## config.mk

```make
export PLATFORM = sky130hd
export DESIGN_NAME = ws2812_chain_driver
export DESIGN_NICKNAME = d
export VERILOG_FILES = /design/src/rtl/ws2812_pkg.sv /design/src/rtl/ws2812_bit_timer.sv /design/src/rtl/ws2812_chain_driver.sv
export SDC_FILE = /design/constraint.sdc
export NUM_CORES = 1
export LEC_CHECK = 0
export CORE_UTILIZATION = 42
export DETAILED_ROUTE_END_ITERATION = 6
export HOLD_SLACK_MARGIN = 0.03
export MAX_ROUTING_LAYER = met4
export PLACE_DENSITY = 0.68
export SLEW_MARGIN = 20
export SYNTH_ARGS = -nofsm -noshare
export SYNTH_HDL_FRONTEND = slang
export SYNTH_SLANG_ARGS = --single-unit
export TNS_END_PERCENT = 30
```

## constraint.sdc

```tcl
create_clock -name clk -period 4.7 [get_ports clk]
set_input_delay 0.94 -clock clk [delete_from_list [all_inputs] [get_ports clk]]
set_output_delay 0.94 -clock clk [all_outputs]
set_load 0.05 [all_outputs]
```

## src/rtl/ws2812_pkg.sv

```systemverilog
`default_nettype none
// ============================================================================
//  Module      : ws2812_pkg
//  Description : Shared types, colour-order encodings and elaboration-time
//                helpers for the WS2812 chain driver.
//  Revision    : 1.0 - initial release
// ============================================================================
package ws2812_pkg;

    // Frame-level controller states
    typedef enum logic [1:0] {
        S_IDLE  = 2'd0,
        S_FETCH = 2'd1,
        S_SEND  = 2'd2,
        S_LATCH = 2'd3
    } state_t;

    // Wire colour orders
    localparam int c_ORDER_GRB = 0;
    localparam int c_ORDER_RGB = 1;

    // Nanoseconds to clock cycles, rounded to nearest
    function automatic int cyc(input longint clk_hz, input longint ns);
        return int'((clk_hz / 64'd1000000 * ns + 64'd500) / 64'd1000);
    endfunction

    // Address width for a pixel store of n entries (at least one bit)
    function automatic int addr_w(input int n);
        return (n > 1) ? $clog2(n) : 1;
    endfunction

    // Reorder a {R,G,B} store word into the order the chain expects on the wire
    function automatic logic [23:0] to_wire(input logic [23:0] rgb, input int order);
        if (order == c_ORDER_RGB) begin
            return rgb;
        end
        return {rgb[15:8], rgb[23:16], rgb[7:0]};
    endfunction

endpackage
`default_nettype wire

```

## src/rtl/ws2812_bit_timer.sv

```systemverilog
`default_nettype none
// ============================================================================
//  Module      : ws2812_bit_timer
//  Description : Generates one NRZ bit cell: high for T0H/T1H cycles, low for
//                the remainder of BIT cycles. A go strobe in the last cycle of
//                a cell starts the next cell with no gap.
//  Revision    : 1.0 - initial release
// ============================================================================
module ws2812_bit_timer #(
    parameter int T0H_CYC = 4,
    parameter int T1H_CYC = 8,
    parameter int BIT_CYC = 15
) (
    input  logic clk,
    input  logic rst_n,
    input  logic i_go,
    input  logic i_bit,
    output logic o_ws,
    output logic o_bit_end
);

    localparam int               c_CW   = (BIT_CYC > 1) ? $clog2(BIT_CYC) : 1;
    localparam logic [c_CW-1:0] c_LAST = c_CW'(BIT_CYC - 1);
    localparam logic [c_CW-1:0] c_T0H  = c_CW'(T0H_CYC);
    localparam logic [c_CW-1:0] c_T1H  = c_CW'(T1H_CYC);

    logic [c_CW-1:0] r_cnt;
    logic [c_CW-1:0] r_hi;
    logic            r_active;
    logic            r_ws;
    logic [c_CW-1:0] w_cnt_nxt;
    logic            w_bit_end;

    assign w_cnt_nxt = r_cnt + 1'b1;
    assign w_bit_end = r_active && (r_cnt == c_LAST);
    assign o_bit_end = w_bit_end;
    assign o_ws      = r_ws;

    // Cell counter and registered line output; go has priority so cells chain
    always_ff @(posedge clk or negedge rst_n) begin
        if (!rst_n) begin
            r_cnt    <= '0;
            r_hi     <= '0;
            r_active <= 1'b0;
            r_ws     <= 1'b0;
        end else if (i_go) begin
            r_active <= 1'b1;
            r_cnt    <= '0;
            r_hi     <= i_bit ? c_T1H : c_T0H;
            r_ws     <= 1'b1;
        end else if (w_bit_end) begin
            r_active <= 1'b0;
            r_cnt    <= '0;
            r_ws     <= 1'b0;
        end else if (r_active) begin
            r_cnt <= w_cnt_nxt;
            r_ws  <= (w_cnt_nxt < r_hi);
        end
    end

endmodule
`default_nettype wire

```

## src/rtl/ws2812_chain_driver.sv

```systemverilog
`default_nettype none
// ============================================================================
//  Module      : ws2812_chain_driver
//  Description : Streams NUM_LEDS pixels from a synchronous pixel store onto a
//                WS2812 one-wire chain, prefetching the next pixel so pixels
//                follow each other without gaps, then holds the latch gap and
//                pulses done.
//  Revision    : 1.0 - initial release
// ============================================================================
module ws2812_chain_driver
    import ws2812_pkg::*;
#(
    parameter int CLK_HZ      = 12000000,
    parameter int NUM_LEDS    = 20,
    parameter int T0H_NS      = 350,
    parameter int T1H_NS      = 700,
    parameter int BIT_NS      = 1250,
    parameter int RESET_US    = 80,
    parameter int COLOR_ORDER = 0
) (
    input  logic                          clk,
    input  logic                          rst_n,
    input  logic                          start,
    output logic [addr_w(NUM_LEDS)-1:0]   pix_addr,
    input  logic [23:0]                   pix_data,
    output logic                          busy,
    output logic                          done,
    output logic                          ws_data
);

    localparam int c_T0H = cyc(CLK_HZ, T0H_NS);
    localparam int c_T1H = cyc(CLK_HZ, T1H_NS);
    localparam int c_BIT = cyc(CLK_HZ, BIT_NS);
    localparam int c_RST = cyc(CLK_HZ, longint'(RESET_US) * 1000);
    localparam int c_AW  = addr_w(NUM_LEDS);
    localparam int c_LW  = (c_RST > 1) ? $clog2(c_RST) : 1;

    localparam logic [c_AW-1:0] c_ONE      = c_AW'(1);
    localparam logic [c_AW-1:0] c_LAST_PIX = c_AW'(NUM_LEDS - 1);
    localparam logic [c_LW-1:0] c_RST_LAST = c_LW'(c_RST - 1);
    localparam logic [4:0]      c_LAST_BIT = 5'd23;

    // Refuse to elaborate with a waveform that cannot be produced
    if (c_T1H >= c_BIT || c_T0H < 1 || c_RST < 1 || NUM_LEDS < 1 || NUM_LEDS > 1024) begin : g_bad_params
        $error("ws2812_chain_driver: invalid timing or NUM_LEDS");
    end

    state_t            r_state;
    logic              r_busy;
    logic              r_done;
    logic [c_AW-1:0]   r_pix_addr;
    logic [c_AW-1:0]   r_pix_idx;
    logic [4:0]        r_bit_idx;
    logic [23:0]       r_shift;
    logic [23:0]       r_hold;
    logic [c_LW-1:0]   r_latch_cnt;

    logic [23:0]       w_fetch_word;
    logic [c_AW-1:0]   w_next_idx;
    logic              w_last_bit;
    logic              w_go;
    logic              w_bit;
    logic              w_bit_end;

    assign w_fetch_word = to_wire(pix_data, COLOR_ORDER);
    assign w_next_idx   = r_pix_idx + c_ONE;
    assign w_last_bit   = (r_bit_idx == c_LAST_BIT) && (r_pix_idx == c_LAST_PIX);

    assign pix_addr = r_pix_addr;
    assign busy     = r_busy;
    assign done     = r_done;

    // Next bit to start: first bit of frame, next shift bit, or first bit of held pixel
    always_comb begin
        w_go  = 1'b0;
        w_bit = 1'b0;
        if (r_state == S_FETCH) begin
            w_go  = 1'b1;
            w_bit = w_fetch_word[23];
        end else if (r_state == S_SEND && w_bit_end && !w_last_bit) begin
            w_go  = 1'b1;
            w_bit = (r_bit_idx == c_LAST_BIT) ? r_hold[23] : r_shift[22];
        end
    end

    // Frame controller: pixel/bit counting, prefetch, latch gap and handshake
    always_ff @(posedge clk or negedge rst_n) begin
        if (!rst_n) begin
            r_state     <= S_IDLE;
            r_busy      <= 1'b0;
            r_done      <= 1'b0;
            r_pix_addr  <= '0;
            r_pix_idx   <= '0;
            r_bit_idx   <= '0;
            r_shift     <= '0;
            r_hold      <= '0;
            r_latch_cnt <= '0;
        end else begin
            r_done <= 1'b0;
            case (r_state)
                S_IDLE: begin
                    if (start) begin
                        r_state    <= S_FETCH;
                        r_busy     <= 1'b1;
                        r_pix_addr <= '0;
                    end
                end
                S_FETCH: begin
                    r_shift   <= w_fetch_word;
                    r_pix_idx <= '0;
                    r_bit_idx <= '0;
                    if (c_LAST_PIX != '0) begin
                        r_pix_addr <= c_ONE;
                    end
                    r_state <= S_SEND;
                end
                S_SEND: begin
                    if (w_bit_end) begin
                        if (r_bit_idx == c_LAST_BIT) begin
                            if (r_pix_idx == c_LAST_PIX) begin
                                r_state     <= S_LATCH;
                                r_latch_cnt <= '0;
                            end else begin
                                r_shift   <= r_hold;
                                r_pix_idx <= w_next_idx;
                                r_bit_idx <= '0;
                                if (w_next_idx != c_LAST_PIX) begin
                                    r_pix_addr <= w_next_idx + c_ONE;
                                end
                            end
                        end else begin
                            r_shift   <= {r_shift[22:0], 1'b0};
                            r_bit_idx <= r_bit_idx + 5'd1;
                            // The address moved at the start of bit 0, so the
                            // store output has settled by the end of that bit.
                            if (r_bit_idx == 5'd0) begin
                                r_hold <= w_fetch_word;
                            end
                        end
                    end
                end
                S_LATCH: begin
                    if (r_latch_cnt == c_RST_LAST) begin
                        r_state    <= S_IDLE;
                        r_busy     <= 1'b0;
                        r_done     <= 1'b1;
                        r_pix_addr <= '0;
                    end else begin
                        r_latch_cnt <= r_latch_cnt + 1'b1;
                    end
                end
                default: r_state <= S_IDLE;
            endcase
        end
    end

    ws2812_bit_timer #(
        .T0H_CYC (c_T0H),
        .T1H_CYC (c_T1H),
        .BIT_CYC (c_BIT)
    ) u_bit_timer (
        .clk       (clk),
        .rst_n     (rst_n),
        .i_go      (w_go),
        .i_bit     (w_bit),
        .o_ws      (ws_data),
        .o_bit_end (w_bit_end)
    );

endmodule
`default_nettype wire

```

# Word level (Yosys, flattened, before mapping)
# Cells that the tools add are included.
# word_totals
reg_bits	86
inputBits	27
output_inout_bits	8
elab_cells	105
# op_classes
n_addsub	5
n_lt_le_gt_ge	1
eq_ne	17
mux	49
bitwise_logic	1
n_reduce_logical	19
# op_table
operator	n
$mux W23	3
$mux W5	12
$pmux W23 S2	1
$mux W10	4
$pmux W10 S2	1
$pmux W5 S2	2
$pmux W5 S4	1
$mux W4	4
$add A5 B1 Y5 const B	3
$mux W1	14
$add A10 B1 Y10 const B	1
$eq A10 B10 Y1 const B	1
$eq A5 B5 Y1 const B	2
$mux W2	5
$ne A2 B2 Y1 const B	5
$reduce_and A5 Y1	2
$pmux W2 S4	1
$reduce_and A4 Y1	2
$reduce_bool A2 Y1	4
$ne A2 B1 Y1 const B	3
$reduce_and A3 Y1	2
$reduce_and A6 Y1	1
$logic_not A5 Y1	1
$ne A5 B5 Y1 const B	1
12 further kinds	16

# Depth between registers and ports, before layout
# Gate-level depths: netlist of run 1.
# depth
word_depth	7
ltp_mapped	9
ltp_nobuf	7

# By module
# A second synthesis of run 1 with hierarchy kept.
# unflattened
hier_cells	473
hier_area_um2	4553.1
# by_module_without_submodules
module	instances	cells_each	area_per_inst_um2
ws2812_chain_driver	1	434	4132.7
ws2812_bit_timer	1	39	420.4

# Least setup slack after synthesis of run 1
# OpenSTA, ideal clock, no wires.
# synth_timing
path_type	input-to-reg
start	input port start
end	register r_pix_addr[0], in the netlist pix_addr[0]
setup_time_ns	0.125
arrival_ns	1.810
required_time_ns	4.575
slack_ns	2.765
path_stages	4
n_path_buf	0
cell_sequence	inv_1 a221o_1 nand2b_4 mux2_4
# synth_via
elab_chain_len	2
# synth_lines
item	line	rtl
from (decl)	ws2812_chain_driver.sv:23	input logic start,
$ne A2 B2 Y1 (no line)	n/a	
$reduce_and A6 Y1 (no line)	n/a	
to (signal assigned)	ws2812_chain_driver.sv:113	r_pix_addr <= c_ONE;
to (signal assigned)	ws2812_chain_driver.sv:128	r_pix_addr <= w_next_idx + c_ONE;
to (decl)	ws2812_chain_driver.sv:51	logic [c_AW-1:0] r_pix_addr;
# Every way passes these cells.
# A chain may end at the register's enable or synchronous reset.

# Final worst setup path of run 1
# layout_timing
start	register r_state[0]
end	register r_pix_addr[2], in the netlist pix_addr[2]
# layout_via
elab_chain_len	3
word_cells_on_any_way	12
# layout_lines
item	line	rtl
from (decl)	ws2812_chain_driver.sv:48	state_t r_state;
from (signal assigned)	ws2812_chain_driver.sv:89	r_state <= S_IDLE;
from (signal assigned)	ws2812_chain_driver.sv:103	r_state <= S_FETCH;
from (signal assigned)	ws2812_chain_driver.sv:115	r_state <= S_SEND;
$eq A2 B2 Y1 or $logic_not A2 Y1 (tied branches)	ws2812_chain_driver.sv:100	case (r_state)
$ne A2 B1 Y1 (no line) or $ne A2 B2 Y1 (tied branches)	n/a	
$reduce_and A6 Y1 (no line)	n/a	
# Several ways; a longest one is shown, not always the timed one.

==> summary.txt, run 1 <==
Placed design
  • Pre-CTS setup slack: around 2.1 ns
  • Post-DP HPWL: 5.73 mm
  • Routability Congestion: approximately 0.86
  • Inst Count DP: 615
  • PortBufs: 34

Yosys
  • Yosys reg bits: between 80 and 90
  • Synth top cells by count: nand2_1, dfrtp_1, a21oi_1
  • Number of flops mapped to enable cells by yosys: 0
  • Yosys cell types: 58
  • Post-synth ARST share: 1.00
  • Mean Syn Cell Area: 9.53 um^2
  • Leading cell type by number of instances after synthesis: nand2_1
  • Register area share after synthesis: 0.468
  • Synth warn: 0
  • Main area contributors after synthesis: dfrtp_1, nand2_1, mux2_2
  • Mapped Area: about 4500 um^2
  • Area leader, netlist: dfrtp_1
  • Post-Syn Instances: 471
  • Predominant post-synthesis flop cell: dfrtp_1
  • Post-Synthesis Net Count: just over 500
  • Top cell type's share of synthesized area: 0.468

Job
  • Number of max-cap violations: 0

Timing
  • Slew headroom: 0.411
  • Final Cycle Share: 0.560
  • Final setup fails: 0
  • Max Clock Skew: 0.0169 ns
  • Actual slew at the worst max-slew pin: between 0.8 and 0.9 ns
  • Crit path time final: 2.63 ns
  • Setup ws final: 2.07 ns
  • Fmax: 380 MHz
  • Fin Setup TNS: 0 ns
  • Fin. Hold Viols: 0
  • RSZ-0062 raised after global routing: false
  • Max-slew violation count: 0

Cells and area
  • Nets: 530
  • Ratio of cells with drive above 1 in the final layout: 0.129
  • Layout Area Growth over Synthesis: 12.8%
  • Ant. Diodes: 0
  • Cell Count, Final, Fillers Out: 631
  • Fillers: 980

Pwr
  • P_leak: roughly 2.4 nW
  • Pwr Density: 259 nW/um^2
  • Peak VDD IR: 0.194 mV

Clock network
  • CTS root buf: clkbuf_8
  • CTS clock-pin slew for the worst setup and hold paths: 0.08 ns
  • Post-cts resize count: 0
  • CTS buffer count: 9
  • H-tree levels: 3
  • Postcts setup bufs: 0
  • CTS tree: done
  • # hold bufs at CTS: 0
  • Clock Latency Late Sink: 0.36 ns
  • Clk buf depth: 2
  • CTS sink count: 84

Floorplanning
  • Starting Density: 0.435
  • # IOs: 35
  • Die Span X: roughly 110 um
  • Rows: 37
  • Die height: 105 um
  • Core Box Area: 10300 um^2
  • Total die area: 11100 um^2

Setup path
  • Cell count of the worst reg-to-reg path: 7
  • Element type at the critical path start: register
  • End of the worst register-to-register path: pix_addr[2]
  • Crit path buf inv count: 2
  • Critical path destination: pix_addr[2]
  • Crit. End Element: register
  • Crit path max-delay family: buffers and inverters
  • Critical path class: register to register
  • Worst R2R Setup Slack: 2.07 ns
  • Req. time, crit path: 4.94 ns
  • Cell Chain, Critical Path: inv_1 > ha_1 > clkinv_1 > a21oi_1 > a221o_1 > nand2b_4 > mux2_4
  • Crit path from: r_state[0]
  • Slowest cell delay on critical path: about 0.54 ns
  • CP arrival: 2.87 ns
  • Critical-path top delay cell: ha_1
  • Worst R2R Start: r_state[0]
  • Crit path max fanout: 17
  • Instance count on the critical path: 7

Drt
  • DRC Markers: 0
  • Vias per inst: 5.42
  • Vias: 3421
  • Drt initial violations: 222
  • First-pass DRT Iterations: 4
  • Routed Antenna Nets: 0
  • Mean routed wirelength per cell: 14.0 um
  • Routed WL: slightly below 9 mm

Global route
  • Initial antenna violation count: 0
  • First-pass GRT wire length: ~16 mm
  • Vias in the first global route: ~3400
  • Global router's overall resource usage: 0.176
  • Largest net degree at the start of global routing: 85
  • Total grt overflow: 0

Worst hold path
  • Path category of the worst min-delay check: register to register
  • Hold Crit Start: r_shift[17]

Run status
  • Status: finished, final reports clean
-- area by class of cell --
| type | instances | area (um^2) | share of cell area |
|---|---|---|---|
| Clock buffer | 10 | 128 | 0.0252 |
| Clock inverter | 6 | 71.3 | 0.0141 |
| Inverter | 15 | 56.3 | 0.0111 |
| Multi-Input combinational cell | 342 | 2160 | 0.427 |
| Sequential cell | 84 | 2100 | 0.415 |
| Tap cell | 136 | 170 | 0.0336 |
| Timing Repair Buffer | 38 | 372 | 0.0734 |
-- per-layer routing --
metal | vias up | wire [um] | global-route usage
met5 | - | 0 | -
met4 | 0 | 31 | 0.0433
met3 | 4 | 354 | 0.0340
met1 | 1670 | 4100 | 0.221
li1 | 1685 | - | -
met2 | 62 | 4320 | 0.294
-- cells by family after synthesis --
logic type / synth area share
AOI/OAI and AO/OA: 0.162
adders and majority gates: 0.0362
muxes: 0.0909
xor gates and xnor gates: 0.0195
DFF: 0.468
and+or+nand+nor: 0.173
buffers and inverters: 0.0496
-- layout by cell type (no fill, tap or decap), types with 3 or more instances in the layout --
cell and count:
nand2_1 89, dfrtp_1 84, a21oi_1 54, o21ai_0 41, clkdlybuf4s50_1 33, mux2_2 26
nor2_1 20, inv_1 14, ha_1 13, nand3_1 12, nand4_1 9, clkbuf_8 9
xnor2_1 6, mux2_4 5, mux2i_1 4, nand2b_1 4, xor2_1 4, and3_1 4
o31ai_1 4, buf_4 4, o41ai_1 3, nor2b_1 3, a22o_1 3
-- stage by stage --
step / util / power [mW] / hold slack [ns] / cell area [um^2]
2_1_floorplan: - / 0.760 / 0.449 / 4490
3_3_place_gp: 0.471 / 0.801 / 0.463 / 4860
6_report: 0.490 / 1.31 / 0.487 / 5060
4_1_cts: 0.490 / 1.33 / 0.491 / 5060
3_5_place_dp: 0.471 / 0.802 / 0.471 / 4860
5_1_grt: 0.490 / 1.36 / 0.512 / 5060
-- worst min-delay path, delay by kind of cell, from the launching register on --
kind            cells  cell delay, ns
simple gates        1            0.05
compound gates      1            0.06
flops               1            0.35
-- power breakdown --
| group | internal (mW) | switching [mW] |
|---|---|---|
| sequential | 0.732 | 0.00492 |
| combinational | 0.0269 | 0.0223 |
| clock | 0.251 | 0.275 |
| total | 1.01 | 0.302 |
-- state kept, by name, summed over array words and instances, names as in the netlist --
name / cells
r_shift: 23
u_bit_timer.r_cnt: 4
u_bit_timer.r_active: 1
r_hold: 24
r_latch_cnt: 10
r_bit_idx: 5
pix_addr: 5
busy: 1
u_bit_timer.o_ws: 1
u_bit_timer.r_hi: 2
r_state: 2
r_pix_idx: 5
done: 1
-- worst min path at each step --
stage	cells after the start	end	slack (ns)
2_1_floorplan	1	u_bit_timer.r_hi[3]	0.45
3_3_place_gp	2	r_shift[21]	0.46
3_5_place_dp	2	r_shift[17]	0.47
4_1_cts	2	r_shift[17]	0.49
5_1_grt	2	r_shift[2]	0.51
6_report	2	r_shift[17]	0.49
No activity file was read; power rests on OpenSTA's default activity.
==> run 2, diff against run 1 <==
--- a/config.mk
+++ b/config.mk
@@ -9,7 +9,7 @@
 export DETAILED_ROUTE_END_ITERATION = 6
 export HOLD_SLACK_MARGIN = 0.03
 export MAX_ROUTING_LAYER = met4
-export PLACE_DENSITY = 0.68
+export PLACE_DENSITY = 0.7
 export SLEW_MARGIN = 20
 export SYNTH_ARGS = -nofsm -noshare
 export SYNTH_HDL_FRONTEND = slang
==> constraint.sdc (replaced) <==
create_clock -name clk -period 2.2 [get_ports clk]
set_input_delay 0.44 -clock clk [delete_from_list [all_inputs] [get_ports clk]]
set_output_delay 0.44 -clock clk [all_outputs]
set_load 0.05 [all_outputs]
==> summary.txt, run 2 (synthesis results as in run 1) <==
Timing
  • Fin Setup TNS: 0 ns (unchanged)
  • Max Clock Skew: 0.0127 ns (was 0.0169 ns)
  • Fmax: 484 MHz (was 380 MHz)
  • RSZ-0062 raised after global routing: false (unchanged)
  • Fin. Hold Viols: 0 (unchanged)
  • Max-slew violation count: 0 (unchanged)
  • WHS: 0.482 ns (was 0.487 ns)
  • Actual slew at the worst max-slew pin: 0.497 ns (was 0.881 ns)
  • Crit path time final: 2.07 ns (was 2.63 ns)
  • Slew headroom: 0.667 (was 0.411)
  • Final Cycle Share: 0.939 (was 0.560)
  • Final setup fails: 0 (unchanged)

Cells and area
  • Reg with most FFs: r_hold (unchanged)
  • Ratio of cells with drive above 1 in the final layout: 0.148 (was 0.129)
  • Max reg flops: 24 (unchanged)
  • Commonest cells after routing, fill and taps aside: nand2_1, dfrtp_1, a21oi_1 (unchanged)
  • Nets: 541 (was 530)
  • Ant. Diodes: 0 (unchanged)
  • Layout Area Growth over Synthesis: 15.3% (was 12.8%)
  • Commonest non-fill, non-tap cell in the layout: nand2_1 (unchanged)
  • Regs by FF count: r_hold (24), r_shift (23), r_latch_cnt (10) (unchanged)
  • Fillers: 926 (was 980)

Drt
  • Vias: 3461 (was 3421)
  • Mean routed wirelength per cell: 13.9 um (was 14.0 um)
  • Vias per inst: 5.39 (was 5.42)
  • Routed WL: 8.90 mm (was 8.81 mm)
  • Routed Antenna Nets: 0 (unchanged)
  • Drt initial violations: 165 (was 222)
  • DRC Markers: 0 (unchanged)
  • First-pass DRT Iterations: 5 (was 4)

Setup path
  • End of the worst register-to-register path: pix_addr[3] (was pix_addr[2])
  • Crit path from: r_bit_idx[0] (was r_state[0])
  • Element type at the critical path start: register (unchanged)
  • Req. time, crit path: 2.44 ns (was 4.94 ns)
  • Critical path class: register to register (unchanged)
  • Critical path destination: pix_addr[3] (was pix_addr[2])
  • Cell count of the worst reg-to-reg path: 6 (was 7)
  • Worst R2R Setup Slack: 0.13 ns (was 2.07 ns)
  • CP arrival: 2.31 ns (was 2.87 ns)
  • Worst R2R Start: r_bit_idx[0] (was r_state[0])
  • Crit path max fanout: 6 (was 17)
  • Crit. End Element: register (unchanged)

Global route
  • Vias in the first global route: 3373 (was 3384)
  • Global router's overall resource usage: 0.181 (was 0.176)
  • Initial antenna violation count: 0 (unchanged)
  • First-pass GRT wire length: 15.6 mm (about the same)
  • Largest net degree at the start of global routing: 50 (was 85)
  • Total grt overflow: 0 (unchanged)

Clock network
  • H-tree levels: 3 (unchanged)
  • CTS root buf: clkbuf_8 (unchanged)
  • CTS tree: done (unchanged)
  • Clk buf depth: 2 (unchanged)
  • CTS sink count: 84 (unchanged)
  • CTS buffer count: 9 (unchanged)
  • CTS clock-pin slew for the worst setup and hold paths: 0.08 ns (about the same)
  • Clock Latency Late Sink: 0.36 ns (about the same)

Job
  • Number of max-cap violations: 0 (unchanged)

Floorplanning
  • Rows: 37 (unchanged)
  • Core Box Area: 10300 um^2 (unchanged)
  • Total die area: 11100 um^2 (unchanged)
  • Die Span X: 105 um (unchanged)
  • # IOs: 35 (unchanged)
  • Starting Density: 0.435 (unchanged)
  • Die height: 105 um (unchanged)

Pwr
  • Peak VDD IR: 0.498 mV (was 0.194 mV)
  • Power Total: 2.80 mW (was 1.31 mW)
  • Pwr Density: 540 nW/um^2 (was 259 nW/um^2)
  • P_leak: 2.42 nW (was 2.35 nW)

Placed design
  • Post-DP HPWL: 6.08 mm (was 5.73 mm)
  • Routability Congestion: 0.809 (was 0.858)
  • PortBufs: 34 (unchanged)

Worst hold path
  • Hold Crit Start: u_bit_timer.r_hi[3] (was r_shift[17])
  • Path category of the worst min-delay check: register to register (unchanged)

Run status
  • Status: finished, final reports clean (unchanged)
run 2: cell count changes in the layout (fill, tap and decap cells not counted):
cell           previous run  this run
and4b_2                   1         2
clkinvlp_4                2         1
and4b_1                   1         0
buf_12                    0         2
clkbuf_8                  9        10
inv_6                     2         1
dlygate4sd3_1             0         1
clkinv_2                  0         1
buf_4                     4        12
run 2: final cells by class:
type	instances	area (um^2)	share of cell area
multi-input combinational	342	2160	0.418
sequential	84	2100	0.406
clock buffer	11	141	0.0273
tap	136	170	0.0329
timing repair buffer	49	482	0.0931
inverter	15	56.3	0.0109
clock inverter	5	60.1	0.0116
run 2: per-layer routing:
layer,track usage,vias up,routed length (um)
met4,0.0493,0,69
met3,0.0569,8,472
met1,0.218,1657,4090
met2,0.292,77,4270
li1,-,1719,-
met5,-,-,0
run 2: critical path, cell delays in order, from the launching register on:
cell	delay (ns)
dfrtp_1	0.41
ha_1	0.27
and4b_2	0.35
a21oi_1	0.10
a221o_1	0.31
nand2b_4	0.20
mux2_4	0.31
run 2: repair_timing:
action,in CTS,in global routing
hold buffers,1,0
buffers inserted,0,0
gates resized for setup,0,2
hold endpoints to repair,24,0
endpoints found under the setup margin,0,2
run 2: metrics by stage:
stage | utilization | cell area (um^2) | setup slack [ns] | std cells
after CTS | 0.501 | 5170 | 0.115 | 642
final | 0.501 | 5180 | 0.133 | 642
after global placement | 0.480 | 4960 | 0.231 | 625
after global routing | 0.501 | 5180 | 0.0384 | 642
after detailed placement | 0.480 | 4960 | 0.144 | 625
after floorplan | - | 4490 | 0.342 | 471
run 2: power by group:
group | switching [mW] | internal [mW] | leakage [nW]
logic | 0.0488 | 0.0628 | 1.33
clock network | 0.551 | 0.560 | 0.0999
registers | 0.0104 | 1.56 | 0.988
run 2: worst min-delay path by stage:
stage | to | slack, ns | depth (start not counted)
CTS | u_bit_timer.r_hi[3] | 0.48 | 1
global route | u_bit_timer.r_hi[3] | 0.50 | 1
floorplan | busy | 0.14 | 0
global placement | r_latch_cnt[2] | 0.38 | 1
finish | u_bit_timer.r_hi[3] | 0.48 | 1
detailed placement | r_latch_cnt[2] | 0.38 | 1
==> run 3, diff against run 2 <==
--- a/config.mk
+++ b/config.mk
@@ -10,6 +10,7 @@
 export HOLD_SLACK_MARGIN = 0.03
 export MAX_ROUTING_LAYER = met4
 export PLACE_DENSITY = 0.7
+export RECOVER_POWER = 100
 export SLEW_MARGIN = 20
 export SYNTH_ARGS = -nofsm -noshare
 export SYNTH_HDL_FRONTEND = slang
==> summary.txt, run 3 (synthesis results as in run 1) <==
Run status
  • Status: finished, final reports clean (unchanged)

Floorplanning
  • Core Box Area: 10300 um^2 (unchanged)
  • Rows: 37 (unchanged)
  • Die Span X: 105 um (unchanged)
  • Starting Density: 0.435 (unchanged)
  • # IOs: 35 (unchanged)
  • Total die area: 11100 um^2 (unchanged)
  • Die height: 105 um (unchanged)

Placed design
  • PortBufs: 34 (unchanged)
  • Inst Count DP: 625 (unchanged)
  • Routability Congestion: 0.809 (unchanged)
  • Post-DP Area: 4960 um^2 (unchanged)
  • Post-DP HPWL: 6.08 mm (unchanged)

Job
  • Number of max-cap violations: 0 (unchanged)

Clock network
  • CTS root buf: clkbuf_8 (unchanged)
  • Clock Latency Late Sink: 0.36 ns (about the same)
  • Clk buf depth: 2 (unchanged)
  • H-tree levels: 3 (unchanged)
  • CTS sink count: 84 (unchanged)
  • CTS clock-pin slew for the worst setup and hold paths: 0.08 ns (about the same)
  • CTS tree: done (unchanged)
  • CTS buffer count: 9 (unchanged)

Pwr
  • P_leak: 2.44 nW (was 2.42 nW)
  • Clk pwr share: 0.398 (was 0.397)
  • NetSw: 609 uW (was 610 uW)
  • Int Power: 2.18 mW (was 2.19 mW)
  • Switch share: 0.218 (about the same)
  • Part of the power in registers: 0.564 (was 0.563)
  • Peak VDD IR: 0.498 mV (about the same)
  • Pwr Density: 542 nW/um^2 (was 540 nW/um^2)
  • Comb pwr share: 0.038 (was 0.040)

Setup path
  • Worst R2R Start: r_bit_idx[0] (unchanged)
  • CP arrival: 2.30 ns (was 2.31 ns)
  • Req. time, crit path: 2.44 ns (about the same)
  • Crit. End Element: register (unchanged)
  • Critical path class: register to register (unchanged)
  • Element type at the critical path start: register (unchanged)
  • Crit path from: r_bit_idx[0] (unchanged)
  • Crit path max fanout: 6 (unchanged)

Drt
  • Mean routed wirelength per cell: 13.8 um (was 13.9 um)
  • Drt initial violations: 158 (was 165)
  • Vias: 3469 (was 3461)
  • DRC Markers: 0 (unchanged)
  • First-pass DRT Iterations: 4 (was 5)
  • Routed Antenna Nets: 0 (unchanged)
  • Routed WL: 8.86 mm (was 8.90 mm)
  • Vias per inst: 5.40 (was 5.39)

Cells and area
  • Nets: 541 (unchanged)
  • Ratio of cells with drive above 1 in the final layout: 0.146 (was 0.148)
  • Reg with most FFs: r_hold (unchanged)
  • Regs by FF count: r_hold (24), r_shift (23), r_latch_cnt (10) (unchanged)
  • Max reg flops: 24 (unchanged)
  • Commonest non-fill, non-tap cell in the layout: nand2_1 (unchanged)
  • Ant. Diodes: 0 (unchanged)
  • Commonest cells after routing, fill and taps aside: nand2_1, dfrtp_1, a21oi_1 (unchanged)
  • Fillers: 929 (was 926)
  • Fin area: 5150 um^2 (was 5180 um^2)
  • Cell Count, Final, Fillers Out: 642 (unchanged)
  • Layout Area Growth over Synthesis: 14.8% (was 15.3%)

Timing
  • Fin Setup TNS: 0 ns (unchanged)
  • Slew headroom: 0.560 (was 0.667)
  • Max-slew violation count: 0 (unchanged)
  • Fin. Hold Viols: 0 (unchanged)
  • Actual slew at the worst max-slew pin: 0.660 ns (was 0.497 ns)
  • Fmax: 485 MHz (was 484 MHz)
  • RSZ-0062 raised after global routing: false (unchanged)
  • Final setup fails: 0 (unchanged)
  • Crit path time final: 2.06 ns (was 2.07 ns)
  • Final Cycle Share: 0.938 (was 0.939)
  • Max Clock Skew: 0.0124 ns (was 0.0127 ns)

Worst hold path
  • Path category of the worst min-delay check: register to register (unchanged)
  • Hold Crit Start: u_bit_timer.r_hi[3] (unchanged)

Global route
  • First-pass GRT wire length: 15.6 mm (unchanged)
  • Global router's overall resource usage: 0.181 (unchanged)
  • Initial antenna violation count: 0 (unchanged)
  • Largest net degree at the start of global routing: 50 (unchanged)
  • Vias in the first global route: 3373 (unchanged)
  • Total grt overflow: 0 (unchanged)
==> run 3: cell count changes in the layout (fill, tap and decap cells not counted) <==
cell             delta
and4_2              +1
clkdlybuf4s50_1     -8
buf_12              -1
and4_4              -1
dlygate4sd3_1       +8
clkbuf_2            +2
buf_4               -3
clkbuf_1            +1
clkbuf_4            +1
==> run 3: stage by stage <==
step           power, mW  utilization  hold WS, ns  setup WS [ns]
5_1_grt             2.92        0.499        0.496         0.0384
6_report            2.79        0.499        0.482          0.136
3_5_place_dp        1.72        0.480        0.379          0.144
4_1_cts             2.84        0.501        0.485          0.115
2_1_floorplan       1.62            -        0.144          0.342
3_3_place_gp        1.72        0.480        0.381          0.231
==> run 3: layout make-up <==
type | instances | area (um^2) | area share
Multi-Input combinational cell | 342 | 2160 | 0.420
Sequential cell | 84 | 2100 | 0.408
Timing Repair Buffer | 49 | 460 | 0.0893
Tap cell | 136 | 170 | 0.0330
Clock buffer | 11 | 141 | 0.0274
Clock inverter | 5 | 60.1 | 0.0117
Inverter | 15 | 56.3 | 0.0109
==> run 3: repair_timing <==
item	4_1_cts	5_1_grt
buffers inserted	0	0
resized for setup	0	2
setup endpoints to repair	0	2
hold buffers	1	0
endpoints found under the hold margin	24	0
==> run 3: power groups by stage <==
stage                     Sequential [mW]  Combinational, mW  Clock (mW)
after floorplan                      1.60             0.0210           0
after global placement               1.60              0.112           0
after detailed placement             1.61              0.114           0
after CTS                            1.57              0.116        1.15
after global routing                 1.58              0.121        1.22
final                                1.58              0.107        1.11
==> run 3: critical path, stage by stage, from the launching register on <==
cell and delay, ns:
dfrtp_1 0.41, ha_1 0.27, and4b_2 0.34, a21oi_1 0.10
a221o_1 0.31, nand2b_4 0.19, mux2_4 0.30
==> run 3: final timing paths <==
| path | depth (start not counted) | to | slack [ns] |
|---|---|---|---|
| hold / removal | 1 | u_bit_timer.r_hi[3] | 0.48 |
| hold reg to reg | 1 | u_bit_timer.r_hi[3] | 0.48 |
| setup reg to reg | 6 | pix_addr[3] | 0.14 |
| min in group asynchronous | 2 | r_hold[3] | 0.64 |
| max in group asynchronous | 3 | r_shift[17] | 0.50 |
| setup / recovery | 6 | pix_addr[3] | 0.14 |
==> run 3: layer usage <==
metal / track usage / vias up / wire (um)
met5: - / - / 0
met4: 0.0493 / 0 / 82
met3: 0.0569 / 10 / 506
met2: 0.292 / 79 / 4220
met1: 0.218 / 1664 / 4050
li1: - / 1716 / -
